===== src/rtl/graphic_pkg.sv =====
// Shared types and colour constants for the layered pixel renderer.
package graphic_pkg;

    localparam int CX_W = 11;
    localparam int CY_W = 10;

    typedef struct packed {
        logic [3:0] r;
        logic [3:0] g;
        logic [3:0] b;
    } rgb_t;

    typedef struct packed {
        logic            en;
        logic [CX_W-1:0] x;
        logic [CY_W-1:0] y;
    } sprite_t;

    localparam rgb_t PALETTE [8] = '{
        rgb_t'(12'hFF0), rgb_t'(12'h0FF), rgb_t'(12'hF0F), rgb_t'(12'hF80),
        rgb_t'(12'h00F), rgb_t'(12'hFFF), rgb_t'(12'h80F), rgb_t'(12'h088)
    };

    localparam rgb_t BLACK_RGB      = rgb_t'(12'h000);
    localparam rgb_t SAFE_RGB       = rgb_t'(12'h030);
    localparam rgb_t UNSAFE_RGB     = rgb_t'(12'hF00);
    localparam rgb_t UNSAFE_DIM_RGB = rgb_t'(12'h400);
    localparam rgb_t GRID_RGB       = rgb_t'(12'h888);

    // Palette wraps every 8 slots.
    function automatic rgb_t palette_rgb(input int idx);
        return PALETTE[3'(idx)];
    endfunction

endpackage


===== src/rtl/graphic_layers_sprite_hit.sv =====
// Combinational hit test for one square sprite slot; right/bottom edges clip.
module sprite_hit
    import graphic_pkg::*;
#(
    parameter int SPRITE_SIZE = 16
)(
    input  logic            en_i,
    input  logic [CX_W-1:0] x_i,
    input  logic [CY_W-1:0] y_i,
    input  logic [CX_W-1:0] h_i,
    input  logic [CY_W-1:0] v_i,
    output logic            hit_o
);
    localparam logic [CX_W:0] SZ_X = (CX_W+1)'(SPRITE_SIZE);
    localparam logic [CY_W:0] SZ_Y = (CY_W+1)'(SPRITE_SIZE);

    logic [CX_W:0] x_end;
    logic [CY_W:0] y_end;
    logic          in_x;
    logic          in_y;

    // One extra bit on the far edge so sprites near the border never wrap to 0.
    always_comb begin
        x_end = {1'b0, x_i} + SZ_X;
        y_end = {1'b0, y_i} + SZ_Y;
        in_x  = (h_i >= x_i) && ({1'b0, h_i} < x_end);
        in_y  = (v_i >= y_i) && ({1'b0, v_i} < y_end);
        hit_o = en_i && in_x && in_y;
    end

endmodule


===== src/rtl/graphic_layers.sv =====
// Layered pixel renderer: background zone with blink, prioritised sprites and,
// when GRAPHIC_LAYERS_GRID_EN is defined, a debug grid. Two-clock latency.
module graphic_layers
    import graphic_pkg::*;
#(
    parameter int SCREEN_WIDTH  = 800,
    parameter int SCREEN_HEIGHT = 600,
    parameter int NUM_SPRITES   = 4,
    parameter int SPRITE_SIZE   = 16,
    parameter int BLINK_FRAMES  = 30,
    localparam int XW = $clog2(SCREEN_WIDTH),
    localparam int YW = $clog2(SCREEN_HEIGHT),
    localparam int IW = (NUM_SPRITES > 1) ? $clog2(NUM_SPRITES) : 1
)(
    input  logic          clk,
    input  logic          rst_n,
    output logic [XW-1:0] o_screen_x,
    output logic [YW-1:0] o_screen_y,
    input  logic          i_is_safe,
    input  logic          i_spr_valid,
    output logic          o_spr_ready,
    input  logic [IW-1:0] i_spr_idx,
    input  logic [XW-1:0] i_spr_x,
    input  logic [YW-1:0] i_spr_y,
    input  logic          i_spr_en,
    output logic          o_frame_start,
    output logic [3:0]    red,
    output logic [3:0]    green,
    output logic [3:0]    blue,
    input  logic          disp_enbl,
    input  logic [10:0]   h_coord,
    input  logic [9:0]    v_coord
);
    localparam int BW = $clog2(BLINK_FRAMES) + 1;

    logic                   commit;
    logic                   spr_we;
    sprite_t                wr_spr;
    sprite_t                shadow_q [NUM_SPRITES];
    sprite_t                active_q [NUM_SPRITES];
    logic                   frame_start_q;
    logic [BW-1:0]          blink_cnt_q, blink_cnt_d;
    logic                   blink_ph_q, blink_ph_d;
    logic [NUM_SPRITES-1:0] hit_d;
    logic [NUM_SPRITES-1:0] hit_s1_q;
    logic                   vld_s1_q;
    logic                   safe_s1_q;
    logic                   spr_any;
    rgb_t                   spr_rgb;
    rgb_t                   pix_d, pix_q;

    // Shadow slots commit at the first pixel of vertical blank.
    assign commit      = (h_coord == '0) && (v_coord == CY_W'(SCREEN_HEIGHT));
    assign o_spr_ready = ~commit;
    assign spr_we      = i_spr_valid & o_spr_ready;
    assign wr_spr      = '{en: i_spr_en, x: CX_W'(i_spr_x), y: CY_W'(i_spr_y)};

    always_comb begin
        if (h_coord > 11'(SCREEN_WIDTH - 1)) o_screen_x = XW'(SCREEN_WIDTH - 1);
        else                                 o_screen_x = XW'(h_coord);
        if (v_coord > 10'(SCREEN_HEIGHT - 1)) o_screen_y = YW'(SCREEN_HEIGHT - 1);
        else                                  o_screen_y = YW'(v_coord);
    end

    // Out-of-range indices match no slot, so those writes are simply dropped.
    always_ff @(posedge clk or negedge rst_n) begin
        if (!rst_n) begin
            for (int i = 0; i < NUM_SPRITES; i++) begin
                shadow_q[i] <= '0;
                active_q[i] <= '0;
            end
        end else begin
            for (int i = 0; i < NUM_SPRITES; i++) begin
                if (spr_we && (i_spr_idx == IW'(i))) shadow_q[i] <= wr_spr;
                if (commit)                          active_q[i] <= shadow_q[i];
            end
        end
    end

    always_comb begin
        blink_cnt_d = blink_cnt_q;
        blink_ph_d  = blink_ph_q;
        if (commit) begin
            if (blink_cnt_q == BW'(BLINK_FRAMES - 1)) begin
                blink_cnt_d = '0;
                blink_ph_d  = ~blink_ph_q;
            end else begin
                blink_cnt_d = blink_cnt_q + 1'b1;
            end
        end
    end

    always_ff @(posedge clk or negedge rst_n) begin
        if (!rst_n) begin
            frame_start_q <= 1'b0;
            blink_cnt_q   <= '0;
            blink_ph_q    <= 1'b0;
        end else begin
            frame_start_q <= commit;
            blink_cnt_q   <= blink_cnt_d;
            blink_ph_q    <= blink_ph_d;
        end
    end

    assign o_frame_start = frame_start_q;

    for (genvar g = 0; g < NUM_SPRITES; g++) begin : g_hit
        sprite_hit #(.SPRITE_SIZE(SPRITE_SIZE)) u_hit (
            .en_i  (active_q[g].en),
            .x_i   (active_q[g].x),
            .y_i   (active_q[g].y),
            .h_i   (h_coord),
            .v_i   (v_coord),
            .hit_o (hit_d[g])
        );
    end

    always_ff @(posedge clk or negedge rst_n) begin
        if (!rst_n) begin
            vld_s1_q  <= 1'b0;
            safe_s1_q <= 1'b0;
            hit_s1_q  <= '0;
        end else begin
            vld_s1_q  <= disp_enbl;
            safe_s1_q <= i_is_safe;
            hit_s1_q  <= hit_d;
        end
    end

`ifdef GRAPHIC_LAYERS_GRID_EN
    logic grid_d;
    logic grid_s1_q;

    assign grid_d = ((h_coord[4:0] == 5'd0) || (v_coord[4:0] == 5'd0)) &&
                    (h_coord < 11'(SCREEN_WIDTH)) && (v_coord < 10'(SCREEN_HEIGHT));

    always_ff @(posedge clk or negedge rst_n) begin
        if (!rst_n) grid_s1_q <= 1'b0;
        else        grid_s1_q <= grid_d;
    end
`endif

    // Scan from the top index down so the lowest-index hit wins.
    always_comb begin
        spr_any = 1'b0;
        spr_rgb = BLACK_RGB;
        for (int i = NUM_SPRITES - 1; i >= 0; i--) begin
            if (hit_s1_q[i]) begin
                spr_any = 1'b1;
                spr_rgb = palette_rgb(i);
            end
        end
    end

    always_comb begin
        pix_d = BLACK_RGB;
        if (!vld_s1_q)       pix_d = BLACK_RGB;
`ifdef GRAPHIC_LAYERS_GRID_EN
        else if (grid_s1_q)  pix_d = GRID_RGB;
`endif
        else if (spr_any)    pix_d = spr_rgb;
        else if (safe_s1_q)  pix_d = SAFE_RGB;
        else if (blink_ph_q) pix_d = UNSAFE_DIM_RGB;
        else                 pix_d = UNSAFE_RGB;
    end

    always_ff @(posedge clk or negedge rst_n) begin
        if (!rst_n) pix_q <= BLACK_RGB;
        else        pix_q <= pix_d;
    end

    assign red   = pix_q.r;
    assign green = pix_q.g;
    assign blue  = pix_q.b;

endmodule


===== config.mk =====
export PLATFORM = sky130hd
export DESIGN_NAME = graphic_layers
export DESIGN_NICKNAME = d
export VERILOG_FILES = /design/src/rtl/graphic_pkg.sv /design/src/rtl/graphic_layers_sprite_hit.sv /design/src/rtl/graphic_layers.sv
export SDC_FILE = /design/constraint.sdc
export NUM_CORES = 1
export LEC_CHECK = 0
export CORE_ASPECT_RATIO = 0.8
export CORE_MARGIN = 5
export CORE_UTILIZATION = 60
export DETAILED_ROUTE_END_ITERATION = 7
export PLACE_DENSITY = 0.81
export SLEW_MARGIN = 20
export SYNTH_ARGS = -nofsm -noshare
export SYNTH_HDL_FRONTEND = slang
export SYNTH_SLANG_ARGS = --single-unit

===== constraint.sdc =====
create_clock -name clk -period 2.6 [get_ports clk]
set_input_delay 0.52 -clock clk [delete_from_list [all_inputs] [get_ports clk]]
set_output_delay 0.52 -clock clk [all_outputs]
set_load 0.02 [all_outputs]

==> results.py <==
metrics = {
    "critical_path": {
        "cp.required_ns": 2.92,
        "crit_type": "input port to flip-flop",
        "cp_max_fo": 5,
        "worst_setup_path_start_kind": "input port",
        "end_kind": "flip-flop",
        "worstPathArrival_ns": 2.99,
    },
    "min_path": {
        "hp-class": "input port to asynchronous set/reset pin",
    },
    "routing": {
        "drt-pass1-iter-count": 6,
        "viasPerCell": 6.09,
        "wl_per_cell_um": 21.5,
        "vias": 8931,
        "drt_iter0_drc": 875,
        "drc_errors": 0,
        "drt-total-wl_um": 31500,
        "postRouteAntennaNets": 0,
    },
    "status": {
        "outcome": "complete, but fails checks",
        "failed_checks": "setup timing",
    },
    "layout": {
        "area_growth_pct": 24.0,
        "fin_nets": 1415,
        "layout-drive-gt1-share_pct": 19.8,
        "fin_util_pct": 75.6,
        "n_antenna_cell": 0,
    },
    "synthesis": {
        "syn_inst": 1072,
        "yosysTopAreaCell": "dfrtp_1",
        "synth-edff-count": 0,
        "ys_seq_elements": 188,
        "ys.flop_type": "dfrtp_1",
        "syn-num-nets": 1263,
        "synth_area_leaders": "dfrtp_1 43%, ha_1 16%, mux2_2 6.3%, o21ai_0 4.7%, nand2_1 4.6%",
        "yosysUniqueCellTypes": 60,
        "synthArstFlopShare_pct": 100,
        "yosysWarnings": 0,
        "synth.avg_cell_area_um2": 10.3,
        "ys_seq_area_share_pct": 42.6,
        "netlist.area_leader.share_pct": 42.6,
        "synth_area_um2": 11000,
    },
    "sta": {
        "maxSlewHeadroom_pct": 45.2,
        "fmax_mhz": 374,
        "period_minus_slack_ns": 2.67,
        "final_max_slew_viol_count": 0,
        "fin_crit_sh_pct": 103,
        "skew_ns": 0.0123,
        "setup_violations": 25,
        "grt_setup_unrepaired": "true",
        "final-hold-violation-count": 0,
        "setup_tns_ns": -1.03,
        "worstMarginPinSlew_ns": 0.821,
        "finalWorstSetupSlack_ns": -0.0750,
    },
    "die": {
        "die_w_um": 162,
        "num_rows": 44,
        "dieArea_um2": 21200,
        "core_um2": 18100,
        "dieHeight_um": 131,
        "initial_core_util_pct": 61.0,
        "io_pins": 83,
    },
    "global_route": {
        "track_usage_pct": 30.3,
        "grt_pass1_vias": 9330,
        "grt_max_degree": 68,
        "grt.overflow.total": 0,
        "antenna_found_initial": 1,
        "grt_pass1_wl_um": 50400,
    },
    "run": {
        "cap_violations": 0,
    },
    "power_and_ir_drop": {
        "pwr_density_cell_nw_per_um2": 510,
        "p_leak_uw": 0.00697,
        "vdd_drop_max_v": 0.000482,
    },
    "clocking": {
        "clk_path_buf_depth": 2,
        "root_buffer": "clkbuf_16",
        "cts-htree-levels": 4,
        "tritoncts": "done",
        "clock_latency_ns": 0.44,
        "cts_made_buffers": 17,
        "cts.sinks": 188,
        "clk_pin_slew_ns": 0.07,
    },
    "placed_design": {
        "io_buffers": 82,
        "dp_hpwl_um": 20500,
        "gp_congestion": 0.925,
    },
}
==> sequential cells by signal (all words and copies together) (netlist names) <==
name	count
vld_s1_q	1
o_frame_start	1
shadow_q	84
red	2
blink_cnt_q	6
active_q	84
hit_s1_q	4
blue	1
blink_ph_q	1
safe_s1_q	1
green	3
==> synthesized netlist by cell type, drive strengths merged (3+ instances only) <==
cell type / count
dfrtp: 188
ha: 142
nand2: 135
o21ai: 104
inv: 87
mux2: 85
a21oi: 46
nand3: 39
xnor2: 33
buf: 22
nand2b: 22
a21o: 20
nor2: 17
nor3: 14
clkbuf: 13
nor2b: 11
a211oi: 10
a31oi: 7
and3: 7
o211ai: 7
nand4: 6
and2: 5
or3: 5
a21boi: 4
a221oi: 3
nand4b: 3
nor3b: 3
o21a: 3
==> power breakdown <==
| part | leakage [uW] | internal [uW] | switching (uW) |
|---|---|---|---|
| registers | 0.00205 | 3180 | 169 |
| clock network | 0.000272 | 1380 | 1170 |
| logic | 0.00464 | 615 | 466 |
| total | 0.00697 | 5180 | 1800 |
==> cells in the final DEF (no fill, tap or decap), drive strengths merged, types with 3 or more instances in the layout <==
cell,instances
a211oi,10
a21boi,4
a21o,20
a21oi,46
a221oi,3
a31oi,7
and2,5
and3,7
buf,102
clkbuf,25
clkdlybuf4s50,52
clkinv,6
clkinvlp,3
dfrtp,188
dlygate4sd2,7
dlymetal6s2s,3
ha,142
inv,89
mux2,85
nand2,135
nand2b,22
nand3,39
nand4,6
nand4b,3
nor2,17
nor2b,11
nor3,14
nor3b,3
o211ai,7
o21a,3
o21ai,104
or3,5
xnor2,33
==> per-layer routing <==
layer | wire length, um | track usage [%]
met3 | 3050 | 8.45
met1 | 13200 | 41.3
met4 | 1050 | 11.9
met5 | 0 | 0
met2 | 14300 | 46.3
==> worst max-delay path: stages <==
cell and delay (ns):
buf_8 0.10, or4_4 0.51, or4_4 0.49, or3_4 0.38, buf_8 0.15, buf_6 0.12, nand4_4 0.15, buf_12 0.13
buf_12 0.12, mux2_4 0.31
==> path summary, 6_finish.rpt <==
path | startpoint | end | slack (ns) | depth (start not counted)
max | h_coord[1] | shadow_q[4]$_DFFE_PN0P_ | -0.07 | 10
min | rst_n | active_q[24]$_DFFE_PN0P_ | 0.07 | 1
max reg2reg | active_q[58]$_DFFE_PN0P_ | hit_s1_q[1]$_DFF_PN0_ | 0.10 | 10
min reg2reg | shadow_q[0]$_DFFE_PN0P_ | active_q[0]$_DFFE_PN0P_ | 0.48 | 2
max in group asynchronous | rst_n | active_q[74]$_DFFE_PN0P_ | 1.82 | 2
min in group clk | shadow_q[0]$_DFFE_PN0P_ | active_q[0]$_DFFE_PN0P_ | 0.48 | 2
==> cells by family (layout without fill, tap and decap cells) <==
| kind of cell | after synthesis | in the layout | synth area share [%] |
|---|---|---|---|
| AOI/OAI and AO/OA | 221 | 221 | 11.8 |
| DFF | 188 | 188 | 42.6 |
| and+or+nand+nor | 280 | 280 | 12.4 |
| xor gates and xnor gates | 33 | 33 | 2.62 |
| muxes | 85 | 85 | 9.35 |
| buffers and inverters | 123 | 288 | 5.11 |
| adders and majority gates | 142 | 142 | 16.1 |
==> stage by stage <==
stage | setup slack (ns) | instance area [um^2] | hold slack (ns) | cells | total power [uW]
floorplan | -0.149 | 11100 | 0.224 | 1072 | 3810
global placement | -0.911 | 12600 | 0.451 | 1421 | 4230
detailed placement | -0.903 | 12600 | 0.457 | 1421 | 4270
CTS | -0.136 | 13800 | 0.0888 | 1473 | 6960
global route | -0.0906 | 13700 | 0.104 | 1467 | 7220
finish | -0.0750 | 13700 | 0.0716 | 1467 | 6980
==> area by class of cell <==
type,count,area (um^2)
clock inverter,11,113
fill,1137,4430
sequential,188,4710
inverter,88,335
clock buffer,21,460
timing repair buffer,168,1680
tap,230,288
multi-input combinational,761,6110
==> what timing repair did <==
action                                  CTS  global route
endpoints found under the setup margin  117           100
gates cloned                              6             0
hold buffers                              0             0
pin swaps                                 6             7
gates resized for setup                 174            25
setup buffers                            14             1
No activity file was read; power rests on OpenSTA's default activity.
==> RTL change 1: new RTL, same flow settings <==
Register the output `blue`, with the module's reset; this adds one clock of latency there. The other outputs are not delayed to match.
--- a/src/rtl/graphic_layers.sv
+++ b/src/rtl/graphic_layers.sv
@@ -171,7 +171,13 @@
 
     assign red   = pix_q.r;
     assign green = pix_q.g;
-    assign blue  = pix_q.b;
+    always_ff @(posedge clk or negedge rst_n) begin
+        if (!rst_n) begin
+            blue <= '0;
+        end else begin
+            blue <= pix_q.b;
+        end
+    end
 
 endmodule
 
Behaviour: not the same (a bounded check fails within 10 cycles, from zero or initial values and one cycle with rst_n low).
==> RTL change 1 against the unedited design <==
  * The flow still finishes with violations (setup timing)
  * Wire length down 6.8%
  * Maximum frequency rose by 2.4%
  * Clock power rose by 7%
  * Worst setup slack gained 0.062 ns
  * Design area fell by 0.87%
  * Synthesized area rose by 0.48%
  * Sequential cell count grew 1
  * Power increased by 0.47%
  * Critical endpoint is now o_spr_ready
  * Highest routed layer unchanged
==> RTL change 1: results (changes against the unedited design) <==
reg2reg start active_q[4]$_DFFE_PN0P_ (was active_q[58]$_DFFE_PN0P_); post-DP HPWL 21.0 mm (was 20.5 mm); failing checks setup timing (unchanged); final setup fails 1 (was 25); xor/xnor share of the synthesized area 2.61% (was 2.62%); compound-cell area share of the yosys netlist 12.0% (was 11.8%); vias in the first global route 8842 (was 9330); worst-path fanout max 2 (was 5); maximum vdd ir drop 0.487 mV (was 0.482 mV); largest net degree at the start of global routing 75 (was 68); outcome finished, violations left (unchanged); LEAKAGE 6.80 nW (was 6.97 nW); Syn Nets 1264 (was 1263); most frequent cells after synthesis dfrtp_1, ha_1, nand2_1 (unchanged); Placed Area 0.0128 mm^2 (was 0.0126 mm^2); DR pass1 iterations 7 (was 6); multiplexer share of the synthesized area 9.31% (was 9.35%); Layout Cells excl Fill 1477 (was 1467); Worst Setup Slack, final -0.0133 ns (was -0.0750 ns); first-pass GRT wire length 47.1 mm (was 50.4 mm); Final TNS setup -0.0133 ns (was -1.03 ns); post-synthesis sequential area ratio 42.6% (about the same); Arr. time, crit path 2.09 ns (was 2.99 ns); final wirelength 29.4 mm (was 31.5 mm); Clock Skew 0.0115 ns (was 0.0123 ns); GRT Overall Usage 27.9% (was 30.3%); # fillers 1196 (was 1137); top cells by area, synth dfrtp_1, ha_1, mux2_2 (unchanged); Worst Setup Slack post-DPL -0.907 ns (was -0.903 ns); placed cell count 1435 (was 1421); initial antenna violation count 0 (was 1); mean post-synth cell area 10.3 um^2 (about the same); share of layout cells above drive strength 1 20.8% (was 19.8%); Rel. slew slack 59.3% (was 45.2%)
-- RTL change 1: per-layer routing --
| metal | global-route usage (%) | vias to the layer above | part of all wire (%) |
|---|---|---|---|
| met5 | 0 | - | 0 |
| met4 | 7.94 | 0 | 1.9 |
| met3 | 6.23 | 54 | 8.0 |
| met2 | 43.8 | 333 | 46 |
| met1 | 39.2 | 4356 | 44 |
| li1 | - | 4083 | - |
-- RTL change 1: path summary, 6_finish.rpt --
path	cells past startpoint	endpoint	slack, ns
max	5	o_spr_ready	-0.01
min	1	active_q[25]$_DFFE_PN0P_	0.07
max reg2reg	10	hit_s1_q[3]$_DFF_PN0_	0.14
min reg2reg	0	blue[2]$_DFF_PN0_	0.35
max in group asynchronous	2	shadow_q[80]$_DFFE_PN0P_	1.72
min in group clk	0	blue[2]$_DFF_PN0_	0.35
-- RTL change 1: cell type report --
class                           instances  area [um^2]  area share (%)
Clock buffer                           18          439            3.24
Sequential cell                       189         4730            34.9
Clock inverter                         14          173            1.27
Timing Repair Buffer                  182         1740            12.8
Tap cell                              230          288            2.12
Multi-Input combinational cell        754         5860            43.2
Inverter                               90          343            2.53
-- RTL change 1: power by group through the flow --
stage | clock network, mW | logic, mW | registers, mW
2_1_floorplan | 0 | 0.492 | 3.33
3_3_place_gp | 0 | 0.867 | 3.37
3_5_place_dp | 0 | 0.906 | 3.38
4_1_cts | 2.74 | 0.927 | 3.33
5_1_grt | 2.88 | 1.02 | 3.36
6_report | 2.74 | 0.937 | 3.33
-- RTL change 1: worst max-delay path: cells and delay by family --
kind / cells / cell delay (ns)
buffers and inverters: 2 / 0.25
and+or+nand+nor: 3 / 1.32
-- RTL change 1: what timing repair did --
item	CTS	global route
pin swaps	11	4
setup buffers	7	2
endpoints found under the setup margin	115	34
gates cloned	1	0
resized for setup	106	19
==> RTL change 2: new RTL, same flow settings <==
Without the edit above. `BLINK_FRAMES`: 30 -> 60.
--- a/src/rtl/graphic_layers.sv
+++ b/src/rtl/graphic_layers.sv
@@ -7,7 +7,7 @@
     parameter int SCREEN_HEIGHT = 600,
     parameter int NUM_SPRITES   = 4,
     parameter int SPRITE_SIZE   = 16,
-    parameter int BLINK_FRAMES  = 30,
+    parameter int BLINK_FRAMES  = 60,
     localparam int XW = $clog2(SCREEN_WIDTH),
     localparam int YW = $clog2(SCREEN_HEIGHT),
     localparam int IW = (NUM_SPRITES > 1) ? $clog2(NUM_SPRITES) : 1
Check against the original RTL: same outputs for any inputs over 4 cycles, from zero or initial values and one cycle with rst_n low; that may be too few to reach the edited logic, so the function may still have changed.
==> RTL change 2 against the unedited design <==
  * The run still ends with setup timing left
  * Sequential cell count increased by 1
  * Synthesized area increased by 0.33%
  * Worst setup slack improved by 0.011 ns
  * Wire length decreased by 2.9%
  * First-iteration DRC count increased by 2.7%
  * Via count increased by 1.4%
  * Design area decreased by 0.89%
  * Critical path depth decreased by 5
  * Sequential power about the same
  * Power decreased by 2.1%
  * Maximum frequency increased by 0.42%
  * Non-clock buffer count increased by 2
  * Combinational power decreased by 11%
==> RTL change 2: results (changes against the unedited design) <==
Crit. Startpoint h_coord[2] (was h_coord[1]); Met2 Wirelength 13.9 mm (was 14.3 mm); post-synthesis sequential area ratio 42.7% (was 42.6%); Worst Setup Slack post-DPL -0.916 ns (was -0.903 ns); Clock-cell share 4.08% (was 4.19%); compound-cell area share of the yosys netlist 11.6% (was 11.8%); post-DP HPWL 20.8 mm (was 20.5 mm); xor/xnor share of the synthesized area 2.69% (was 2.62%); Worst Setup Slack, final -0.0638 ns (was -0.0750 ns); vias in the first global route 9260 (was 9330); met1 WL 13.0 mm (was 13.2 mm); Power per Cell Area 504 mW/mm^2 (was 510 mW/mm^2); fin nets 1417 (was 1415); outcome finished, violations left (unchanged); via count 9056 (was 8931); Multi-input gate area 0.00587 mm^2 (was 0.00611 mm^2); maximum vdd ir drop 0.440 mV (was 0.482 mV); Arr. time, crit path 2.14 ns (was 2.99 ns); Int Pwr 5.05 mW (was 5.18 mW); vias per inst 6.17 (was 6.09); share of layout cells above drive strength 1 19.2% (was 19.8%); R2R setup slack 0.17 ns (was 0.10 ns); wire length per cell 20.9 um (was 21.5 um); Seq. cell area 0.00473 mm^2 (was 0.00471 mm^2); worst-path fanout max 2 (was 5); GRT Overall Usage 29.5% (was 30.3%); r2r worst-path depth 11 (was 10); bufs w/o clock 170 (was 168); Rel. slew slack 55.0% (was 45.2%); Syn Nets 1264 (was 1263); r2r endpoint hit_s1_q[2]$_DFF_PN0_ (was hit_s1_q[1]$_DFF_PN0_); CP Capture Point o_spr_ready (was shadow_q[4]$_DFFE_PN0P_); GRT met1 Usage 40.1% (was 41.3%); area of the core 0.0182 mm^2 (was 0.0181 mm^2); Hold Slack 0.0904 ns (was 0.0716 ns); most frequent cells after synthesis dfrtp_1, ha_1, nand2_1 (unchanged); 1st-iter DRT viols 899 (was 875); final setup fails 18 (was 25); failing checks setup timing (unchanged); biggest regs active_q x84, shadow_q x84, blink_cnt_q x7 (was active_q x84, shadow_q x84, blink_cnt_q x6); met2 Track Usage GR 44.9% (was 46.3%); Syn Inst Count 1074 (was 1072); final RePlAce weighted congestion 0.946 (was 0.925)
-- RTL change 2: cell count changes after synthesis, moves of 4 or more --
cell,unedited run,this run
a31oi_1,7,11
nor2b_1,11,16
buf_4,10,6
o2111ai_1,1,5
a21o_1,20,15
buf_6,3,7
nor2_1,17,12
a211oi_1,10,5
-- RTL change 2: power by group through the flow --
stage	combinational (mW)	clock (mW)	sequential [mW]
2_1_floorplan	0.483	0	3.34
3_3_place_gp	0.861	0	3.37
3_5_place_dp	0.900	0	3.39
4_1_cts	0.943	2.52	3.33
5_1_grt	1.04	2.66	3.36
6_report	0.958	2.53	3.35
-- RTL change 2: timing repair --
action	4_1_cts	5_1_grt
pin swaps	8	6
endpoints found under the hold margin	0	0
cloned	6	0
resized for setup	98	24
setup buffers	5	5
endpoints found under the setup margin	124	100
